[src/rtl/local_time_adj.sv]
// Local time counter with fractional rate trim, offset correction and period pulse.
// Define LOCAL_TIME_SLEW_EN to slew offsets in SLEW_NS chunks; otherwise offsets are stepped in one cycle.
module local_time_adj #(
  parameter int CNT_WIDTH   = 64,
  parameter int NS_PER_CLK  = 8,
  parameter int FRAC_WIDTH  = 16,
  parameter int SLEW_NS     = 1,
  parameter int PERIOD_LOG2 = 20
) (
  input  logic                  i_clk,
  input  logic                  i_rst_n,
  input  logic [FRAC_WIDTH-1:0] iv_rate_adj,
  input  logic                  i_rate_wr,
  input  logic [31:0]           iv_offset,
  input  logic                  i_offset_wr,
  input  logic [CNT_WIDTH-1:0]  iv_set_value,
  input  logic                  i_set_time,
  output logic [CNT_WIDTH-1:0]  ov_local_cnt,
  output logic                  o_adj_busy,
  output logic                  o_period_pulse
);

  localparam int ACC_W = CNT_WIDTH + FRAC_WIDTH;

  typedef enum logic [1:0] {
    IDLE = 2'd0,
    PEND = 2'd1,
    SLEW = 2'd2
  } state_t;

  state_t                        state;
  logic [FRAC_WIDTH-1:0]         frac;
  logic signed [FRAC_WIDTH-1:0]  rate_reg;
  logic signed [31:0]            rem;

  logic signed [31:0]            corr;
  logic [ACC_W-1:0]              rate_ext;
  logic [CNT_WIDTH-1:0]          corr_ext;
  logic [ACC_W-1:0]              acc_next;
  logic                          pulse_next;
`ifdef LOCAL_TIME_SLEW_EN
  localparam logic signed [31:0] SLEW_MAX = 32'(SLEW_NS);
  logic signed [31:0]            rem_after;
`endif

  // Correction chunk for this cycle; a fresh offset write takes effect from the next edge.
  always_comb begin
    corr = 32'sd0;
`ifdef LOCAL_TIME_SLEW_EN
    rem_after = rem;
`endif
    if ((state != IDLE) && !i_offset_wr) begin
`ifdef LOCAL_TIME_SLEW_EN
      if (rem > SLEW_MAX) begin
        corr = SLEW_MAX;
      end else if (rem < -SLEW_MAX) begin
        corr = -SLEW_MAX;
      end else begin
        corr = rem;
      end
      rem_after = rem - corr;
`else
      corr = rem;
`endif
    end else begin
      corr = 32'sd0;
    end
  end

  // Next accumulator value and period-index change detection.
  always_comb begin
    rate_ext   = ACC_W'(rate_reg);
    corr_ext   = CNT_WIDTH'(corr);
    acc_next   = {ov_local_cnt, frac}
               + {CNT_WIDTH'(NS_PER_CLK), {FRAC_WIDTH{1'b0}}}
               + rate_ext
               + {corr_ext, {FRAC_WIDTH{1'b0}}};
    pulse_next = (acc_next[ACC_W-1:FRAC_WIDTH+PERIOD_LOG2] != ov_local_cnt[CNT_WIDTH-1:PERIOD_LOG2]);
  end

  // Counter, rate register and offset state machine.
  always_ff @(posedge i_clk or negedge i_rst_n) begin
    if (!i_rst_n) begin
      ov_local_cnt   <= {CNT_WIDTH{1'b0}};
      frac           <= {FRAC_WIDTH{1'b0}};
      rate_reg       <= {FRAC_WIDTH{1'b0}};
      rem            <= 32'sd0;
      state          <= IDLE;
      o_adj_busy     <= 1'b0;
      o_period_pulse <= 1'b0;
    end else begin
      if (i_rate_wr) begin
        rate_reg <= iv_rate_adj;
      end
      if (i_set_time) begin
        ov_local_cnt   <= iv_set_value;
        frac           <= {FRAC_WIDTH{1'b0}};
        rem            <= 32'sd0;
        state          <= IDLE;
        o_adj_busy     <= 1'b0;
        o_period_pulse <= 1'b0;
      end else begin
        {ov_local_cnt, frac} <= acc_next;
        o_period_pulse       <= pulse_next;
        if (i_offset_wr) begin
          // A new write replaces whatever remains; zero cancels.
          rem <= iv_offset;
          if (iv_offset != 32'd0) begin
            state      <= PEND;
            o_adj_busy <= 1'b1;
          end else begin
            state      <= IDLE;
            o_adj_busy <= 1'b0;
          end
        end else begin
          case (state)
            IDLE: begin
              o_adj_busy <= 1'b0;
            end
`ifdef LOCAL_TIME_SLEW_EN
            PEND, SLEW: begin
              rem <= rem_after;
              if (rem_after == 32'sd0) begin
                state      <= IDLE;
                o_adj_busy <= 1'b0;
              end else begin
                state      <= SLEW;
                o_adj_busy <= 1'b1;
              end
            end
`else
            PEND: begin
              rem        <= 32'sd0;
              state      <= IDLE;
              o_adj_busy <= 1'b0;
            end
`endif
            default: begin
              rem        <= 32'sd0;
              state      <= IDLE;
              o_adj_busy <= 1'b0;
            end
          endcase
        end
      end
    end
  end

endmodule

[config.mk]
export PLATFORM = sky130hd
export DESIGN_NAME = local_time_adj
export DESIGN_NICKNAME = d
export VERILOG_FILES = /design/src/rtl/local_time_adj.sv
export SDC_FILE = /design/constraint.sdc
export NUM_CORES = 1
export LEC_CHECK = 0
export ABC_AREA = 1
export BUFFER_PORTS_ARGS = -buffer_cell sky130_fd_sc_hd__buf_2
export CAP_MARGIN = 20
export CORE_MARGIN = 8
export CORE_UTILIZATION = 40
export CTS_BUF_LIST = sky130_fd_sc_hd__clkbuf_8
export CTS_CLUSTER_DIAMETER = 60
export DETAILED_ROUTE_END_ITERATION = 8
export GPL_ROUTABILITY_DRIVEN = 0
export GPL_TIMING_DRIVEN = 1
export RECOVER_POWER = 100
export SLEW_MARGIN = 40
export SYNTH_ARGS = -nofsm -noshare
export SYNTH_HDL_FRONTEND = slang
export SYNTH_SLANG_ARGS = --single-unit
[constraint.sdc]
create_clock -name i_clk -period 7.5 [get_ports i_clk]
set_clock_uncertainty 0.05 [all_clocks]
set_input_delay 1.5 -clock i_clk [delete_from_list [all_inputs] [get_ports i_clk]]
set_output_delay 1.5 -clock i_clk [all_outputs]
set_load 0.05 [all_outputs]
After elaboration in Yosys (flattened, before gate mapping)
Index checks and enable logic that the tools add are counted.
{"block": "op_classes", "n_addsub": 3, "multipliers": 0, "div": 0, "n_lt_le_gt_ge": 0, "eq_ne": 2, "shifts": 0, "mux": 14, "bitwise_logic": 0, "reduce_logical": 5}
{"op": "80-bit adder", "count": 2}
{"op": "32-bit 2-to-1 mux", "count": 4}
{"op": "80-bit by 20-bit adder with 80-bit output, second input constant", "count": 1}
{"op": "64-bit 2-to-1 mux", "count": 1}
{"op": "44-bit != test", "count": 1}
{"op": "32-bit nonzero test", "count": 1}
{"op": "16-bit 2-to-1 mux", "count": 1}
{"op": "2-bit 2-to-1 mux", "count": 3}
{"op": "1-bit 2-to-1 mux", "count": 5}
{"op": "3-bit != test, second input constant", "count": 1}
{"op": "2-bit logical NOT", "count": 1}
{"op": "2-bit nonzero test", "count": 1}
{"op": "1-bit logical AND", "count": 1}
{"op": "1-bit logical NOT", "count": 1}
{"block": "totals", "register_bits": 132, "latch_bits": 0, "ramBits": 0, "rom_bits": 0, "out_inout_bits": 66, "elab_cells": 31, "mem_count": 0}

Longest topological paths before layout
{"block": "depth", "depth_word": 6, "depth_mapped": 31, "ltp_nobuf": 30}

Worst setup path before layout
No wires, ideal clock.
{"block": "synth_timing", "kind": "input-to-reg", "start": "input i_offset_wr", "end": "register o_period_pulse", "setup_time_ps": 132, "t_arrival_ps": 6285, "required_time_ps": 7318, "slack_ps": 1033, "cell_stages": 23, "cell_sequence": "inv_1 nand2_1 nor2_1 inv_1 fa_1 inv_1 ha_1 ha_1 nand2_1 nor2_2 nand2_1 nor3_1 nand3_1 nand2_1 nand2_1 nand3_1 nand2_1 nor2_1 nand2_1 nor2_1 nand3_1 nor2_1 nor2_1"}
{"block": "synth_via", "elab_chain_cells": 6}
{"item": "from (decl)", "line_no": "15", "rtl": "input logic i_offset_wr,"}
{"item": "1-bit logical NOT", "line_no": "52", "rtl": "if ((state != IDLE) && !i_offset_wr) begin"}
{"item": "1-bit logical AND", "line_no": "52"}
{"item": "32-bit 2-to-1 mux", "line_no": "52"}
{"item": "80-bit adder", "line_no": "77", "rtl": "+ {corr_ext, {FRAC_WIDTH{1'b0}}};"}
{"item": "44-bit != test", "line_no": "78", "rtl": "pulse_next = (acc_next[ACC_W-1:FRAC_WIDTH+PERIOD_LOG2] != ov_local_cnt[CNT_WIDTH-1:PERIOD_LOG2]);"}
{"item": "1-bit 2-to-1 mux", "line_no": "95", "rtl": "if (i_set_time) begin"}
{"item": "to (signal assigned)", "line_no": "104", "rtl": "o_period_pulse <= pulse_next;"}
{"item": "to (decl)", "line_no": "20", "rtl": "output logic o_period_pulse"}
Every way passes these cells.
A chain may end at the register's enable or synchronous reset.

Worst setup path in the final report
Ends and elaborated chain as after synthesis.

==> results.md <==
Run status:
- The run finished, with violations left.
- The checks that failed: max-capacitance violations, max-slew violations.

Detailed routing:
- The overall routed net length is 58.6 mm.
- Before antenna repair, the detailed router went through 7 iterations.
- After detailed routing, the average wire length per cell comes to 17.6 um.
- For this run, design rule violations remaining after detail routing come to 0.
- The via-per-instance ratio is 5.14.
- After the first detailed-routing iteration, the DRC count stood at 1,730.
- In this run the remaining antenna-violating nets after routing total 0.
- The detailed router placed 17,133 vias in this run.

Yosys:
- The share of async-settable or async-resettable flops after synthesis is 100%.
- During synthesis, Yosys emitted a total of 0 warnings.
- For this run, the register share of the synthesized area comes to 20.0%.
- The prevailing post-synth register cell is sky130_fd_sc_hd__dfrtp_1.
- The number of synthesized register bits is 131.
- In this run, synthesis inferred 0 flip-flops with an integrated enable.
- The library cell with the largest summed area after synthesis is sky130_fd_sc_hd__dfrtp_1.
- The post-synthesis net count is 2,955.
- The unique cell type count in the Yosys netlist is 35.
- Synthesis produced a netlist whose cell count is 2,603.
- The mapped netlist covers 16,400 um^2.
- Ranked by instance count, the synthesized netlist is headed by sky130_fd_sc_hd__nand2_1, sky130_fd_sc_hd__inv_1, sky130_fd_sc_hd__nor2_1, sky130_fd_sc_hd__nand3_1, sky130_fd_sc_hd__ha_1.
- A synthesized cell averages 6.30 um^2.
- Ranked by total cell area, the synthesized netlist is headed by sky130_fd_sc_hd__dfrtp_1, sky130_fd_sc_hd__nand2_1, sky130_fd_sc_hd__ha_1, sky130_fd_sc_hd__inv_1, sky130_fd_sc_hd__fa_1.
- Of the post-synthesis cell area, the dominant cell type holds 20.0%.
- Among all cell types in the netlist, the one instantiated most often is sky130_fd_sc_hd__nand2_1.

Setup path:
- STA classifies the critical path endpoint as a register.
- The critical path start-end classification is primary input to register.
- Data arrives at the worst endpoint at 7.04 ns.
- The largest fanout on the critical path is 29.
- The worst setup path is launched from a primary input.
- The worst endpoint required time is 7.85 ns.

Clock network:
- The total setup buffers inserted after CTS is 0.
- The level count of the clock H-tree is 4.
- In this run, post-CTS hold repair placed 0 buffers.
- The clock slew at the register clock pins of the worst setup and hold paths is 0.10 ns.
- The buffer cell driving the clock tree root is sky130_fd_sc_hd__clkbuf_8.
- The number of clock sinks is 131.
- No sink is reached through more buffers than the 2 on the longest clock path.
- Post-CTS repair changed the size of 0 cells.
- The latest clock arrival within the worst-skew pair is 0.51 ns.
- The number of clock buffers added by TritonCTS is 17.
- TritonCTS built the clock tree.

STA:
- The worst path meets setup with 0.818 ns of slack.
- Setup repair after global routing left no endpoint under its margin.
- Measured against its own limit, the worst slew margin works out to -176%.
- Derived from the worst setup path, the maximum achievable clock frequency is 0.150 GHz.
- The slew at the pin closest to its max-slew limit is 4.14 ns.
- The worst path needs 6.68 ns of the cycle, external delays included.
- The max-slew violation count was 194.
- The final count of negative-setup-slack endpoints is 0.
- The final hold slack is 0.469 ns.
- The final number of hold-violating endpoints was 0.
- The final worst-path cycle share is 89.1%.
- The total negative slack is 0 ns.

Die:
- The die outline height is 219 um.
- 183 I/O pins were placed.
- The die covers 47,800 um^2.
- After floorplanning, the core was sized to cover 40,600 um^2.
- Row generation in the floorplan step produced 74 rows.
- Measured along the x axis, the die boundary spans 219 um.
- The initial core utilization is 40.4%.

Cells and area:
- In the final layout, the share of cells above drive strength 1 is 10.1%.
- The growth of design area from synthesis to finish is 11.7%.
- The count of fill cells added during filler insertion is 4,405.
- The largest registers in the layout are ov_local_cnt (64), rem (32).
- The register bank with the most flops is ov_local_cnt.
- After routing the design area is 18,300 um^2.
- The flip-flop count of the largest register after layout is 64.
- Cells fill 45.1% of the core in the end.
- The number of nets in the layout is 3,141.

Hold path:
- In this run the worst hold path is classified as register to register.

Global routing:
- The via count of the first global-routing pass is 16,803.
- The largest net degree at the start of global routing is 78.
- The wire length of the first global-routing pass is 92.0 mm.
- The number of antenna violations at the first check in global routing was 1.
- The global route total overflow is 0.
- Across every metal layer, demand over resource in global routing totals 24.6%.

Placed design:
- After legalization and detailed placement, the total HPWL measured 49.3 mm.
- The setup slack at placement is 0.706 ns.
- The placed instance area is 18,000 um^2.
- The number of port buffers is 182.

Power:
- For this design the static power due to leakage is 10.6 nW.
- Dividing total power by cell area gives a power density of 492 nW/um^2.
- The worst voltage drop across the vdd grid is 0.140 mV.

Flow run:
- Max-cap violations in this run came to 3.
==> path summary, 6_finish.rpt <==
| path | start | to | slack (ns) | cells past startpoint |
|---|---|---|---|---|
| hold / removal | rate_reg[2] | rate_reg[2] | 0.47 | 1 |
| max in group asynchronous | i_rst_n | rate_reg[15] | 1.59 | 2 |
| setup reg to reg | state[0] | o_period_pulse | 1.98 | 24 |
| min in group asynchronous | i_rst_n | rem[0] | 2.38 | 1 |
| hold reg to reg | rate_reg[2] | rate_reg[2] | 0.47 | 1 |
| setup / recovery | i_offset_wr | o_period_pulse | 0.82 | 27 |
==> power breakdown <==
group | total, mW | internal, mW | leakage, nW | switching (mW)
combinational | 7.11 | 2.13 | 8.81 | 4.98
clock | 0.738 | 0.400 | 0.235 | 0.338
sequential | 1.18 | 0.938 | 1.60 | 0.240
total | 9.02 | 3.46 | 10.6 | 5.56
==> layer usage <==
layer,share of wire [%],global-route usage (%)
met5,0.020,0
met4,4.1,10.4
met3,8.8,4.53
met2,42,37.2
met1,45,34.0
==> layout by cell type, fill, tap and decap left out, types with 2 or more instances in the layout <==
master,count
sky130_fd_sc_hd__xnor2_1,17
sky130_fd_sc_hd__mux2_2,15
sky130_fd_sc_hd__nand3_2,5
sky130_fd_sc_hd__or2_2,5
sky130_fd_sc_hd__nand3_1,198
sky130_fd_sc_hd__o21ai_0,78
sky130_fd_sc_hd__clkinv_1,5
sky130_fd_sc_hd__clkbuf_1,72
sky130_fd_sc_hd__a31oi_1,44
sky130_fd_sc_hd__dfrtp_1,130
sky130_fd_sc_hd__o21bai_1,7
sky130_fd_sc_hd__inv_2,31
sky130_fd_sc_hd__o22ai_1,5
sky130_fd_sc_hd__ha_1,171
sky130_fd_sc_hd__clkbuf_8,21
sky130_fd_sc_hd__nand2_2,24
sky130_fd_sc_hd__nor2_1,203
sky130_fd_sc_hd__xor2_1,4
sky130_fd_sc_hd__nor2_4,7
sky130_fd_sc_hd__nor2_2,29
sky130_fd_sc_hd__a21oi_2,2
sky130_fd_sc_hd__fa_1,64
sky130_fd_sc_hd__nand4_1,30
sky130_fd_sc_hd__nor3_2,7
sky130_fd_sc_hd__a21oi_1,89
sky130_fd_sc_hd__nand3b_1,12
sky130_fd_sc_hd__inv_6,3
sky130_fd_sc_hd__inv_1,530
sky130_fd_sc_hd__nor4_1,2
sky130_fd_sc_hd__buf_2,112
sky130_fd_sc_hd__bufinv_16,4
sky130_fd_sc_hd__nor3_1,7
sky130_fd_sc_hd__buf_4,7
sky130_fd_sc_hd__nand2_1,846
sky130_fd_sc_hd__a21o_1,3
==> kinds of logic after synthesis <==
family,count (synthesis),share of synthesized area (%)
AND/OR/NAND/NOR,1376,35.7
buffers and inverters,594,13.6
adder cells (fa/ha/maj),235,20.8
AO/OA/AOI/OAI,231,7.69
flip-flops,131,20.0
XOR/XNOR,21,1.12
multiplexers,15,1.03
==> worst max-delay path: stages <==
cell	delay, ns
sky130_fd_sc_hd__clkbuf_1	0.08
sky130_fd_sc_hd__inv_1	0.05
sky130_fd_sc_hd__buf_4	0.31
sky130_fd_sc_hd__nand2_1	0.22
sky130_fd_sc_hd__nor2_1	0.90
sky130_fd_sc_hd__clkbuf_16	0.38
sky130_fd_sc_hd__fa_1	0.43
sky130_fd_sc_hd__ha_1	0.29
sky130_fd_sc_hd__ha_1	0.36
sky130_fd_sc_hd__nand2_1	0.16
sky130_fd_sc_hd__inv_1	0.05
sky130_fd_sc_hd__nand2_1	0.06
sky130_fd_sc_hd__nand3_1	0.10
sky130_fd_sc_hd__inv_1	0.08
sky130_fd_sc_hd__nand2_1	0.06
sky130_fd_sc_hd__a21oi_1	0.42
sky130_fd_sc_hd__nor2_1	0.18
sky130_fd_sc_hd__nor2_1	0.30
sky130_fd_sc_hd__nand3_1	0.18
sky130_fd_sc_hd__nand3_1	0.12
sky130_fd_sc_hd__nand2_1	0.05
sky130_fd_sc_hd__nor2_1	0.11
sky130_fd_sc_hd__nand2_1	0.06
sky130_fd_sc_hd__nor2_1	0.25
sky130_fd_sc_hd__nand3_1	0.15
sky130_fd_sc_hd__nor2_1	0.11
sky130_fd_sc_hd__nor2_1	0.04
==> through the flow <==
step           cells  power [mW]
2_1_floorplan   2603        6.35
4_1_cts         3331        9.03
3_5_place_dp    3299        8.25
6_report        3335        9.02
5_1_grt         3334        9.97
3_3_place_gp    3299        8.16
==> cell type report <==
class / instances / area [um^2] / area share (%)
repair buffers: 194 / 933 / 5.09
flip-flops and latches: 131 / 3280 / 17.9
multi-input cells: 1878 / 10900 / 59.2
clock buffers: 21 / 289 / 1.58
diodes: 1 / 2.50 / 0.0137
clock inverters: 11 / 171 / 0.935
inverters: 567 / 2130 / 11.6
well taps: 532 / 666 / 3.63
Note: power is estimated with default switching activity, not from simulation.
